<file path="config.mk">
export PLATFORM = sky130hd
export DESIGN_NAME = cpu_ctrl_seq
export DESIGN_NICKNAME = d
export VERILOG_FILES = /design/src/rtl/cpu19_pkg.sv /design/src/rtl/cpu_op_classify.sv /design/src/rtl/cpu_ctrl_seq.sv
export SDC_FILE = /design/constraint.sdc
export NUM_CORES = 1
export LEC_CHECK = 0
export ABC_AREA = 1
export CAP_MARGIN = 20
export CORE_MARGIN = 4
export CORE_UTILIZATION = 40
export DETAILED_ROUTE_END_ITERATION = 10
export DONT_BUFFER_PORTS = 1
export PLACE_DENSITY = 0.64
export REMOVE_ABC_BUFFERS = 1
export SLEW_MARGIN = 10
export SYNTH_ARGS = -nofsm -noshare
export SYNTH_HDL_FRONTEND = slang
export SYNTH_SLANG_ARGS = --single-unit
</file>
<file path="constraint.sdc">
create_clock -name clk -period 1.6 [get_ports clk]
set_input_delay 0.48 -clock clk [delete_from_list [all_inputs] [get_ports clk]]
set_output_delay 0.48 -clock clk [all_outputs]
set_load 0.05 [all_outputs]
</file>
<file path="src/rtl/cpu19_pkg.sv">
`default_nettype none
// ============================================================================
//  Module      : cpu19_pkg
//  Description : Shared types and constants for the 19-bit CPU control path:
//                instruction field widths, sequencer state encoding, opcode
//                constants and the opcode class bundle.
//  Revision    : 1.0 - initial release
// ============================================================================
package cpu19_pkg;

  localparam int INSTR_W = 19;
  localparam int OP_W    = 5;
  localparam int SEL_W   = 3;

  // One-hot sequencer states
  typedef enum logic [6:0] {
    IDLE   = 7'b000_0001,
    FETCH  = 7'b000_0010,
    DECODE = 7'b000_0100,
    EXEC   = 7'b000_1000,
    MEM    = 7'b001_0000,
    WB     = 7'b010_0000,
    HALT   = 7'b100_0000
  } state_t;

  // Non-ALU opcodes; ALU functions occupy 0x00-0x0F
  localparam logic [OP_W-1:0] OP_LOAD  = 5'h10;
  localparam logic [OP_W-1:0] OP_STORE = 5'h11;
  localparam logic [OP_W-1:0] OP_JMP   = 5'h12;
  localparam logic [OP_W-1:0] OP_BEQ   = 5'h13;
  localparam logic [OP_W-1:0] OP_NOP   = 5'h14;
  localparam logic [OP_W-1:0] OP_HALT  = 5'h1F;

  // Exactly one flag is set for any opcode
  typedef struct packed {
    logic is_alu;
    logic is_load;
    logic is_store;
    logic is_jmp;
    logic is_beq;
    logic is_nop;
    logic is_halt;
    logic is_illegal;
  } op_class_t;

endpackage
`default_nettype wire

</file>
<file path="src/rtl/cpu_op_classify.sv">
`default_nettype none
// ============================================================================
//  Module      : cpu_op_classify
//  Description : Combinational opcode classifier. Maps a 5-bit opcode onto a
//                one-hot class bundle; undefined opcodes flag is_illegal.
//  Revision    : 1.0 - initial release
// ============================================================================
module cpu_op_classify
  import cpu19_pkg::*;
(
  input  logic [OP_W-1:0] opcode_i,
  output op_class_t       class_o
);

  // Decode opcode into exactly one class flag
  always_comb begin
    class_o = '0;
    if (opcode_i[OP_W-1] == 1'b0) begin
      class_o.is_alu = 1'b1;
    end else begin
      case (opcode_i)
        OP_LOAD:  class_o.is_load  = 1'b1;
        OP_STORE: class_o.is_store = 1'b1;
        OP_JMP:   class_o.is_jmp   = 1'b1;
        OP_BEQ:   class_o.is_beq   = 1'b1;
        OP_NOP:   class_o.is_nop   = 1'b1;
        OP_HALT:  class_o.is_halt  = 1'b1;
        default:  class_o.is_illegal = 1'b1;
      endcase
    end
  end

endmodule
`default_nettype wire

</file>
<file path="src/rtl/cpu_ctrl_seq.sv">
`default_nettype none
// ============================================================================
//  Module      : cpu_ctrl_seq
//  Description : Multi-cycle control sequencer for the 19-bit CPU. Steps each
//                instruction through FETCH/DECODE/EXEC/MEM/WB and drives the
//                PC, IR, ALU, memory and register-file strobes.
//  Revision    : 1.0 - initial release
// ============================================================================
module cpu_ctrl_seq
  import cpu19_pkg::*;
(
  input  logic               clk,
  input  logic               rst_n,
  input  logic               start,
  input  logic [INSTR_W-1:0] instr,
  input  logic               zero_flag,
  input  logic               mem_ack,
  output logic               mem_req,
  output logic               mem_we,
  output logic               ir_load,
  output logic               pc_inc,
  output logic               pc_load,
  output logic [OP_W-1:0]    alu_op,
  output logic [SEL_W-1:0]   rs1_sel,
  output logic [SEL_W-1:0]   rs2_sel,
  output logic [SEL_W-1:0]   rf_wsel,
  output logic               rf_we,
  output logic               busy,
  output logic               halted,
  output logic               illegal
);

  state_t             state_q;
  logic [INSTR_W-1:0] ir_q;

  // Instruction fields taken from the latched IR
  logic [OP_W-1:0]  ir_op;
  logic [SEL_W-1:0] ir_rd;
  logic [SEL_W-1:0] ir_rs1;
  logic [SEL_W-1:0] ir_rs2;
  logic             unused_imm;

  assign ir_op      = ir_q[18:14];
  assign ir_rd      = ir_q[13:11];
  assign ir_rs1     = ir_q[10:8];
  assign ir_rs2     = ir_q[7:5];
  // Low five bits carry immediate data for the datapath, not for control
  assign unused_imm = ^ir_q[4:0];

  op_class_t cls;

  cpu_op_classify u_classify (
    .opcode_i (ir_op),
    .class_o  (cls)
  );

  // State sequencing and instruction register capture
  always_ff @(posedge clk or negedge rst_n) begin
    if (!rst_n) begin
      state_q <= IDLE;
      ir_q    <= '0;
    end else begin
      case (state_q)
        IDLE: begin
          if (start) state_q <= FETCH;
        end
        FETCH: begin
          if (mem_ack) begin
            ir_q    <= instr;
            state_q <= DECODE;
          end
        end
        DECODE: begin
          if (cls.is_halt)                      state_q <= HALT;
          else if (cls.is_illegal | cls.is_nop) state_q <= FETCH;
          else                                  state_q <= EXEC;
        end
        EXEC: begin
          if (cls.is_alu)                       state_q <= WB;
          else if (cls.is_load | cls.is_store)  state_q <= MEM;
          else                                  state_q <= FETCH;
        end
        MEM: begin
          if (mem_ack) state_q <= cls.is_load ? WB : FETCH;
        end
        WB: begin
          state_q <= FETCH;
        end
        HALT: begin
          if (start) state_q <= FETCH;
        end
        default: begin
          // Corrupted one-hot encoding: return to a known safe state
          state_q <= IDLE;
        end
      endcase
    end
  end

  // Strobe generation; ack-qualified strobes follow mem_ack within the cycle
  always_comb begin
    mem_req = 1'b0;
    mem_we  = 1'b0;
    ir_load = 1'b0;
    pc_inc  = 1'b0;
    pc_load = 1'b0;
    alu_op  = '0;
    rs1_sel = '0;
    rs2_sel = '0;
    rf_wsel = '0;
    rf_we   = 1'b0;
    busy    = 1'b0;
    halted  = 1'b0;
    illegal = 1'b0;
    case (state_q)
      FETCH: begin
        busy    = 1'b1;
        mem_req = 1'b1;
        ir_load = mem_ack;
        pc_inc  = mem_ack;
      end
      DECODE: begin
        busy    = 1'b1;
        rs1_sel = ir_rs1;
        rs2_sel = ir_rs2;
        rf_wsel = ir_rd;
        illegal = cls.is_illegal;
      end
      EXEC: begin
        busy    = 1'b1;
        alu_op  = ir_op;
        rs1_sel = ir_rs1;
        rs2_sel = ir_rs2;
        rf_wsel = ir_rd;
        pc_load = cls.is_jmp | (cls.is_beq & zero_flag);
      end
      MEM: begin
        busy    = 1'b1;
        mem_req = 1'b1;
        mem_we  = cls.is_store;
        rf_wsel = ir_rd;
      end
      WB: begin
        busy    = 1'b1;
        rf_wsel = ir_rd;
        rf_we   = 1'b1;
      end
      HALT: begin
        halted  = 1'b1;
      end
      default: begin
        // IDLE and unreachable encodings keep every strobe low
      end
    endcase
  end

endmodule
`default_nettype wire
</file>
==> flow_summary_export.csv, run 1 <==
group,metric,value,unit
timing,setup_slack,-488,ps
setup_path,cp-start-kind,"register",
floorplan,start_util,0.436,
final_layout,final_util,0.696,
hold_path,holdPathStages,2,
detailed_routing,wl,3330,um
detailed_routing,ant_nets,0,
cts,clock-sinks,21,
setup_path,crit_type,"register to output port",
timing,finalCriticalPeriod,2090,ps
global_routing,grt_pass1_wl,5440,um
status,status,"finished, violations left",
detailed_routing,vias,1229,
setup_path,cpPeakStageDelay,560,ps
pwr,ir_worst_vdd,0.000987,V
cts,path_clk_slew,120,ps
setup_path,arrival,1610,ps
detailed_routing,first_iter_violations,16,
timing,setup_viol,30,
flow_run,drv_cap,0,
floorplan,fp.dieH,63.8,um
timing,final.period_utilization,1.31,
timing,slew_headroom,0.397,
placed_design,gp_congestion,0.825,
synthesis,syn_inst,170,
pwr,powerDensity,1360,mW/mm^2
final_layout,drive_above_1_share,0.523,
placed_design,dp_hpwl,2260,um
cts,cts_tree,"yes",
floorplan,rows,19,
synthesis,postSynthAreaPerCell,7.32,sq um
timing,rsz0062_at_grt,"yes",
setup_path,crit_buf_inv,2,
synthesis,synth_cell_types,23,
cts,cts_buffer_depth,2,
pwr,totalPowerFinal,0.00269,W
setup_path,reg2reg_to,"ir_q[10]",
timing,fmax,479,MHz
cts,cts-root-buf,"clkbuf_4",
synthesis,yosysWarnings,0,
global_routing,gr-usage-all-layers,0.167,
setup_path,reg2reg_depth,12,
final_layout,regArea,527,sq um
cts,cts_max_level,1,
detailed_routing,viasPerCell,4.94,
floorplan,core,0.00285,sq mm
synthesis,ys_ff_latch,21,
detailed_routing,routedWlPerCell,13.4,um
final_layout,syn_to_final_growth,59.8,%
status,violations,"negative setup slack",
setup_path,reg2reg_from,"state_q[6]",
placed_design,portBuffers,0,
setup_path,crit_required,1120,ps
setup_path,critPathMaxFanout,4,
hold_path,hold_class,"input port to register",
setup_path,critPathCaptureType,"output port",
synthesis,syn_area,0.00124,sq mm
timing,slew_violations,0,
cts,cts_buffers,3,
global_routing,grt_antenna_before_repair,0,
global_routing,grt_max_degree,21,
setup_path,critPathSlowestCell,"dfstp_2",
timing,skew,1.80,ps
global_routing,grt_pass1_vias,1279,
final_layout,fin_nets,243,
detailed_routing,drc_errors,0,
synthesis,ys_seq_area_frac,0.424,
final_layout,mostFrequentLayoutCells,"nor2_1 (23), nand2_1 (23), inv_1 (20), dfrtp_1 (20), buf_4 (20)",
final_layout,antenna_cells,0,
setup_path,path_common_cell,"nand2_2",
placed_design,place_ws,-225,ps
timing,tightestPinTransition,902,ps
floorplan,ios,47,
final_layout,multi_input_area,722,sq um
hold_path,min-delay-start,"instr[7]",
placed_design,dpl-instance-area,0.00161,sq mm
setup_path,path_delay_family,"flip-flops",
floorplan,dieArea,0.00407,sq mm
cts,clock_latency,300,ps
setup_path,cp_cell_sequence,"inv_2, nand2_4, nor2_2, nand2_2, nand2_2, nor2_4, nand2_2, buf_6",
final_layout,fillers,215,
detailed_routing,dr.pass1.iters,4,
final_layout,final_area,0.00199,sq mm
global_routing,overflow,0,
pwr,p_leak,1.03,nW
setup_path,reg2reg_setup_slack,-40,ps
timing,hold_viol_final,0,
floorplan,die_width,63.8,um
hold_path,min_to,"ir_q[7]",
-- report_power, final --
part	total, W	internal [W]	leakage, nW	switching (W)
Sequential	0.000850	0.000746	0.263	0.000104
Combinational	0.00159	0.000652	0.749	0.000937
Clock	0.000255	0.0000930	0.0177	0.000162
-- cells by family (layout without fill, tap and decap cells) --
kind of cell / after synthesis / count (layout) / synth area share
and+or+nand+nor: 94 / 94 / 0.332
buffers and inverters: 35 / 83 / 0.129
DFF: 21 / 21 / 0.424
AOI/OAI and AO/OA: 20 / 20 / 0.116
-- through the flow --
stage | hold WS (ps) | instances | setup TNS [ps]
finish | 274 | 249 | -10100
global route | 265 | 249 | -13080
CTS | 0.925 | 244 | -11010
detailed placement | 185 | 238 | -4100
global placement | 185 | 238 | -3040
floorplan | 184 | 166 | -10580
-- worst max-delay path by stage --
stage	start	to	slack, ps	depth (start not counted)
global route	state_q[0]	busy	-580	8
global placement	state_q[0]	busy	-230	8
finish	state_q[0]	busy	-490	8
floorplan	state_q[6]	pc_load	-1110	5
detailed placement	state_q[0]	busy	-230	8
CTS	state_q[5]	mem_we	-480	5
-- per-layer routing --
layer | up-vias | global-route usage | part of all wire | routed length [um]
met5 | - | 0 | 0 | 0
met4 | 0 | 0.0539 | 0.0093 | 31
met3 | 4 | 0.0228 | 0.046 | 153
met2 | 37 | 0.310 | 0.55 | 1820
met1 | 572 | 0.198 | 0.40 | 1330
li1 | 616 | - | - | -
-- synth_stat cells --
library cell | n | share of area
o21ai_2 | 10 | 0.070
o32ai_1 | 1 | 0.0070
buf_6 | 1 | 0.0091
o21ai_1 | 1 | 0.0040
dfstp_2 | 1 | 0.021
nand2_2 | 7 | 0.035
a21oi_1 | 1 | 0.0040
o21ai_0 | 6 | 0.024
inv_2 | 6 | 0.018
buf_12 | 1 | 0.016
o31ai_1 | 1 | 0.0060
nor3_1 | 4 | 0.016
nand2_4 | 1 | 0.0091
nor2_1 | 31 | 0.094
inv_1 | 25 | 0.075
nor2_4 | 2 | 0.018
nor4_1 | 1 | 0.0050
buf_4 | 1 | 0.0060
nand3_1 | 6 | 0.024
nand2_1 | 40 | 0.12
nor2_2 | 2 | 0.010
dfrtp_1 | 20 | 0.40
buf_2 | 1 | 0.0040
-- final cells by class --
class / count / share of cell area
clock buffer: 3 / 0.0113
multi-input combinational: 114 / 0.363
inverter: 31 / 0.0611
sequential: 21 / 0.265
clock inverter: 1 / 0.00252
tap: 31 / 0.0195
timing repair buffer: 48 / 0.277
-- what timing repair did --
item / in CTS / in global routing
gates cloned: 1 / 2
setup endpoints to repair: 33 / 35
hold buffers: 1 / 1
setup buffers: 0 / 3
resized for setup: 34 / 42
pin swaps: 3 / 2
hold endpoints to repair: 20 / 1
-- state kept, by name (all words and copies together), names as in the netlist --
register  cells
ir_q         14
state_q       7
(Power assumes the default switching activity.)
==> run 2, diff against run 1 <==
CELL_PAD_IN_SITES_DETAIL_PLACEMENT = 0   (was unset)
CELL_PAD_IN_SITES_GLOBAL_PLACEMENT = 2   (was unset)
CORE_MARGIN = unset   (was 4)
CORE_UTILIZATION = 29   (was 40)
PLACE_DENSITY = 0.8   (was 0.64)
==> run 2 against run 1 <==
Compared with the run above: the run still ends with negative setup slack left; global-route usage fell by 0.66 points; sequential power fell by 0.8%; sequential share of layout area fell by 0.80 points; final area rose by 3.3%; via count rose by 0.98%; non-clock buffer count rose by 5; clock-buffer cell count did not move; critical path depth fell by 1; maximum frequency rose by 1.5%; critical endpoint is now pc_load; highest routed layer unchanged.
==> flow_summary_export.csv, run 2 (synthesized netlist as in run 1, its figures left out) <==
group,metric,value,unit
cts,cts_buffers,3,
detailed_routing,drc_errors,0,
final_layout,antenna_cells,0,
detailed_routing,wl,3340,um
cts,path_clk_slew,80,ps
final_layout,syn_to_final_growth,65.1,%
global_routing,grt_pass1_vias,1153,
timing,finalCriticalPeriod,2060,ps
final_layout,fillers,410,
timing,rsz0062_at_grt,"yes",
floorplan,dieArea,0.00455,sq mm
floorplan,ios,47,
cts,cts_max_level,1,
timing,setup_viol,33,
final_layout,regMostFlops,"ir_q",
cts,cts_tree,"yes",
timing,tightestPinTransition,919,ps
placed_design,portBuffers,0,
timing,final.period_utilization,1.29,
global_routing,grt_pass1_wl,5280,um
detailed_routing,routedWlPerCell,12.2,um
hold_path,hold_class,"input port to asynchronous set/reset pin",
final_layout,fin_nets,248,
timing,finalHoldWorstSlack,45.6,ps
placed_design,gp_congestion,0.800,
cts,clock_latency,270,ps
setup_path,critPathCaptureType,"output port",
placed_design,dp_hpwl,2260,um
global_routing,grt_antenna_before_repair,0,
final_layout,mostFrequentLayoutCells,"buf_4 (26), nand2_1 (24), nor2_1 (21)",
setup_path,crit_required,1120,ps
final_layout,final_area,0.00205,sq mm
pwr,p_leak,1.01,nW
final_layout,drive_above_1_share,0.561,
pwr,powerDensity,1390,mW/mm^2
final_layout,largest_registers,"ir_q x14, state_q x7",
cts,clock-sinks,21,
floorplan,fp.dieH,67.5,um
setup_path,crit_type,"register to output port",
final_layout,layout.cells.most_common,"buf_4",
timing,slew_violations,0,
floorplan,core,0.00406,sq mm
floorplan,die_width,67.5,um
cts,cts_buffer_depth,2,
flow_run,drv_cap,0,
timing,hold_viol_final,0,
detailed_routing,dr.pass1.iters,4,
timing,fmax,486,MHz
setup_path,critPathMaxFanout,8,
status,violations,"negative setup slack",
detailed_routing,ant_nets,0,
final_layout,multi_input_area,731,sq um
timing,slew_headroom,0.387,
global_routing,overflow,0,
global_routing,gr-usage-all-layers,0.160,
pwr,ir_worst_vdd,0.000658,V
floorplan,rows,23,
timing,setup_slack,-458,ps
detailed_routing,first_iter_violations,27,
placed_design,place_ws,-251,ps
detailed_routing,viasPerCell,4.55,
setup_path,cp-start-kind,"register",
detailed_routing,vias,1241,
setup_path,arrival,1580,ps
floorplan,start_util,0.307,
timing,skew,0.996,ps
final_layout,largest_reg_flops,14,
final_layout,regArea,528,sq um
status,status,"finished, violations left",
global_routing,grt_max_degree,21,
cts,cts-root-buf,"clkbuf_8",
placed_design,dpl-instance-area,0.00164,sq mm
-- run 2: cell types whose count changed in the layout (fill, tap and decap cells not counted), moves of 3 or more --
cell,before,now
buf_4,20,26
clkbuf_4,3,0
clkbuf_8,0,3
nand2_4,11,8
o21ai_0,2,5
-- run 2: area by class of cell --
| class | instances | area share |
|---|---|---|
| Tap cell | 50 | 0.0305 |
| Inverter | 31 | 0.0591 |
| Multi-Input combinational cell | 114 | 0.356 |
| Clock inverter | 1 | 0.00244 |
| Sequential cell | 21 | 0.257 |
| Clock buffer | 3 | 0.0201 |
| Timing Repair Buffer | 53 | 0.275 |
-- run 2: critical path: stages, from the launching register on --
cell and delay, ps:
dfrtp_1 400, inv_2 80, nand2_4 60, nor2_4 150
nand2_2 100, buf_6 150, nor4_2 140, buf_4 240
-- run 2: where the power goes --
part           leakage [nW]  switching [W]  internal [W]
Combinational         0.723       0.000967      0.000682
Clock                0.0255       0.000187      0.000174
Sequential            0.261      0.0000958      0.000747
-- run 2: what timing repair did --
action,CTS,global route
pin swaps,7,9
hold buffers,1,0
buffers inserted,4,6
cloned,1,0
gates resized for setup,38,43
endpoints found under the setup margin,34,38
hold endpoints to repair,20,0
-- run 2: metrics by stage --
stage                     setup TNS (ps)  cells  power, W   util
final                              -8640    273   0.00285  0.506
after global routing              -11570    273   0.00307  0.506
after CTS                          -8800    267   0.00277  0.462
after detailed placement           -3980    257   0.00216  0.403
after global placement             -3330    257   0.00212  0.403
after floorplan                   -10580    166   0.00170      -
-- run 2: routing by layer --
layer,share of wire,track usage,vias up
li1,-,-,621
met1,0.40,0.196,586
met2,0.55,0.276,29
met3,0.033,0.0220,5
met4,0.017,0.0718,0
met5,0,0,-
-- run 2: path summary, 6_finish.rpt --
| kind | from | endpoint | slack, ps | depth (start not counted) |
|---|---|---|---|---|
| max | state_q[6] | pc_load | -460 | 7 |
| min | rst_n | state_q[0] | 50 | 0 |
| max reg2reg | state_q[0] | ir_q[14] | -40 | 12 |
| min reg2reg | ir_q[6] | ir_q[6] | 520 | 2 |
| max in group asynchronous | rst_n | state_q[5] | 570 | 1 |
| min in group clk | mem_ack | state_q[4] | 310 | 1 |
==> run 3, diff against run 2 <==
CAP_MARGIN = 0   (was 20)
==> results of run 3 <==
Final layout, timing and power as in run 2 (identical DEF).
